$ cat src/rtl/ss_frame_receiver.sv
// ss_frame_receiver: recognises start/data/parity/stop framed words on a serial line
// and presents each word in parallel with valid, parity and framing status.
module ss_frame_receiver #(
    parameter int DATA_WIDTH = 8,
    parameter bit PARITY_ODD = 1'b0
) (
    input  logic                  clock,
    input  logic                  reset,
    input  logic                  enable,
    input  logic                  in,
    input  logic                  lsb_first,
    output logic [DATA_WIDTH-1:0] data_out,
    output logic                  valid,
    output logic                  parity_err,
    output logic                  frame_err,
    output logic                  busy,
    output logic [7:0]            frame_cnt
);
    localparam int CW = $clog2(DATA_WIDTH);
    typedef enum logic [1:0] {IDLE, DATA, PARITY, STOP} state_t;
    state_t state, state_nxt;
    logic [DATA_WIDTH-1:0] shreg;
    logic [CW-1:0] bit_cnt;
    logic lsb_q, par_q, last_bit;
    assign last_bit = bit_cnt == CW'(DATA_WIDTH - 1);
    assign busy = state != IDLE;
    always_ff @(posedge clock or negedge reset) begin
        if (!reset) state <= IDLE;
        else state <= state_nxt;
    end
    always_comb begin
        state_nxt = state;
        if (enable)
            case (state)
                IDLE:    state_nxt = in ? IDLE : DATA;
                DATA:    state_nxt = last_bit ? PARITY : DATA;
                PARITY:  state_nxt = STOP;
                default: state_nxt = IDLE;
            endcase
    end
    // Strobes default low every edge so they last one clock even while stalled
    always_ff @(posedge clock or negedge reset) begin
        if (!reset) begin
            shreg      <= '0;
            bit_cnt    <= '0;
            lsb_q      <= 1'b0;
            par_q      <= 1'b0;
            data_out   <= '0;
            valid      <= 1'b0;
            parity_err <= 1'b0;
            frame_err  <= 1'b0;
            frame_cnt  <= '0;
        end else begin
            valid     <= 1'b0;
            frame_err <= 1'b0;
            if (enable)
                case (state)
                    IDLE: if (!in) begin
                        lsb_q   <= lsb_first;
                        bit_cnt <= '0;
                    end
                    DATA: begin
                        shreg   <= lsb_q ? {in, shreg[DATA_WIDTH-1:1]} : {shreg[DATA_WIDTH-2:0], in};
                        bit_cnt <= bit_cnt + 1'b1;
                    end
                    PARITY: par_q <= in;
                    default: if (in) begin
                        data_out   <= shreg;
                        valid      <= 1'b1;
                        frame_cnt  <= frame_cnt + 8'd1;
                        parity_err <= (^shreg ^ par_q) != PARITY_ODD;
                    end else begin
                        frame_err <= 1'b1;
                    end
                endcase
        end
    end
endmodule

$ cat config.mk
export PLATFORM = sky130hd
export DESIGN_NAME = ss_frame_receiver
export DESIGN_NICKNAME = d
export VERILOG_FILES = /design/src/rtl/ss_frame_receiver.sv
export SDC_FILE = /design/constraint.sdc
export NUM_CORES = 1
export LEC_CHECK = 0
export CAP_MARGIN = 20
export CORE_MARGIN = 10
export CORE_UTILIZATION = 51
export CTS_CLUSTER_DIAMETER = 100
export CTS_CLUSTER_SIZE = 10
export DETAILED_ROUTE_END_ITERATION = 12
export PLACE_DENSITY = 0.75
export SLEW_MARGIN = 0
export SYNTH_ARGS = -nofsm -noshare
export SYNTH_HDL_FRONTEND = slang
export SYNTH_SLANG_ARGS = --single-unit
$ cat constraint.sdc
create_clock -name clock -period 3.6 [get_ports clock]
set_input_delay 0.36 -clock clock [delete_from_list [all_inputs] [get_ports clock]]
set_output_delay 0.36 -clock clock [all_outputs]
set_load 0.1 [all_outputs]
==> impl_metrics.toml <==
[status]
outcome = "finished clean"

[timing]
worst_pin_slew_ns = 0.9808
finalCritPeriodShare_pct = 69.33
worst_slew_margin_rel_pct = 34.41
fin_crit_ns = 2.496
fmax_mhz = 400.6
grt_setup_unrepaired = "no"
setup_tns_ns = 0
hold_violations = 0
slew_viol_final = 0
setup-violations-final = 0
skew_ns = 0.01457

[floorplan]
ios = 25
placementRows = 19
initial_core_util_pct = 53.89
coreArea_um2 = 2781
die_width_um = 74.22
die_h_um = 74.22
design.die.area_um2 = 5508

[yosys]
synth.cell_area_um2 = 1499
synth.avg_cell_area_um2 = 10.34
synth_seq_area_share_pct = 56.76
synth-seq-cells = 34
netlist_instances = 145
synth_cell_types = 23
yosysWarnings = 0
synthesis.nets = 153

[clock_network]
cts_resized = 0
cts_hold_buf = 0
clock_latency_ns = 0.34
post_cts.repair.setup_buffers = 0
root_buffer = "clkbuf_4"
h-tree-depth = 2
cts_tree = "yes"
clock-sinks = 34
numCtsBuffers = 5
clk_path_buf_depth = 2
cts.clk_slew.worst_paths_ns = 0.11

[finish]
area_delta_synth_final_pct = 24.79
fin_cells = 203
drive_gt1_share_pct = 6.395
n_antenna_cell = 0
fin_util_pct = 67.25
nets = 179
fin_area_um2 = 1871

[drt]
post_drt_wl_per_cell_um = 13.50
via_per_inst = 5.167
vias = 1049
ant_nets = 0
drt_iter0_markers = 48
drc = 0
dr.pass1.iters = 4
routed_wl_um = 2740

[worst_setup_path]
required_ns = 3.24
crit_path_end_kind = "output pin"
start_kind = "flop"
slowest_stage = "clkdlybuf4s50_1"
arrival_ns = 2.14
worstSetupPathType = "flop to output pin"
path_cells = "or2_2, clkdlybuf4s50_1"
cp_max_fo = 11
cpPeakStageDelay_ns = 1.12

[run]
cap_violations = 0

[power]
powerDensity_nw_per_um2 = 924.9
power_uw = 1730
p_leak_uw = 0.0009102
peakVddDrop_mv = 0.7693

[placed_design]
hpwlAfterDp_um = 2072
gp_routability_congestion = 0.8453
dp.cells = 195
place.port_buffers = 24
place_area_um2 = 1759

[global_routing]
overflow = 0
grt_usage_pct = 10.93
grt_pass1_vias = 1056
grt_max_degree = 35
antenna_found_initial = 0
grt_pass1_wl_um = 4740

[worst_hold_path]
hp-class = "input pin to asynchronous set/reset pin"
==> sequential cells by signal, summed over array words and instances, names as in the netlist <==
signal,count
valid,1
data_out,8
shreg,8
par_q,1
parity_err,1
frame_cnt,8
frame_err,1
state,2
bit_cnt,3
lsb_q,1
==> through the flow <==
step                      setup slack (ns)  hold WS, ns
after floorplan                      1.827      0.06441
after global placement               1.222       0.4616
after detailed placement             1.104       0.4655
after CTS                            1.085       0.4233
after global routing                 1.026       0.4561
final                                1.104       0.4153
==> cells by family (layout without fill, tap and decap cells) <==
group / after synthesis / count (layout) / synth area share [%]
muxes: 9 / 9 / 6.094
AOI/OAI and AO/OA: 18 / 18 / 6.511
and+or+nand+nor: 59 / 59 / 16.78
xor gates and xnor gates: 14 / 14 / 9.098
adders and majority gates: 3 / 3 / 2.504
DFF: 34 / 34 / 56.76
buffers and inverters: 8 / 35 / 2.254
==> Yosys cell counts <==
cell type,number,area (um^2)
nor2b_1,1,6.260
nand2_1,45,168.9
dfrtp_1,34,850.8
buf_2,3,15.01
a22o_1,2,17.52
nor4b_1,1,8.760
mux2_2,1,11.26
inv_1,2,7.510
o21ai_1,1,5.000
xor2_1,3,26.28
xnor2_1,10,87.58
mux2i_1,8,80.08
clkbuf_1,3,11.26
xnor3_1,1,22.52
o21ai_0,15,75.07
and3_1,2,12.51
nand3b_1,1,7.510
nand4_1,1,6.260
nand3_1,4,20.02
nor2_1,2,7.510
or2_2,1,6.260
nor3b_1,1,7.510
ha_1,3,37.54
==> worst max-delay path, delay by kind of cell, from the launching register on <==
family	cells	cell delay, ns
flops	1	0.52
buf+inv	1	1.12
simple gates	1	0.17
==> cells in the final DEF, fill, tap and decap left out, drive strengths merged, types with 2 or more instances in the layout <==
master,n
a22o,2
inv,2
xor2,3
nand2,45
nor2,2
mux2i,8
nand3,4
ha,3
dfrtp,34
clkbuf,6
o21ai,16
and3,2
xnor2,10
clkdlybuf4s50,24
bufinv,2
==> worst paths after layout <==
check	to	slack (ns)	cells past startpoint	startpoint
setup reg to reg	frame_cnt[4]	1.55	5	state[1]
min in group clock	frame_cnt[7]	0.47	1	frame_cnt[7]
setup / recovery	busy	1.10	2	state[1]
max in group asynchronous	par_q	2.88	2	reset
hold / removal	shreg[1]	0.42	2	reset
hold reg to reg	frame_cnt[7]	0.47	1	frame_cnt[7]
==> layout make-up <==
class                   count  area (um^2)
clock buffers               6        51.30
clock inverters             2        60.06
fillers                   225        910.9
inverters                   2        7.507
multi-input cells         103        614.3
flip-flops and latches     34        850.8
well taps                  31        38.79
repair buffers             25        247.7
==> power breakdown <==
part | total, uW | internal (uW) | switching, uW
logic | 739 | 277 | 461
clock network | 360 | 235 | 124
registers | 632 | 491 | 141
total | 1730 | 1000 | 726
==> per-layer routing <==
layer	share of wire [%]	track usage [%]
met5	0	0
met4	1.4	6.098
met3	8.6	3.590
met2	44	16.57
met1	46	13.46
Power figures use the tool's default switching activity.
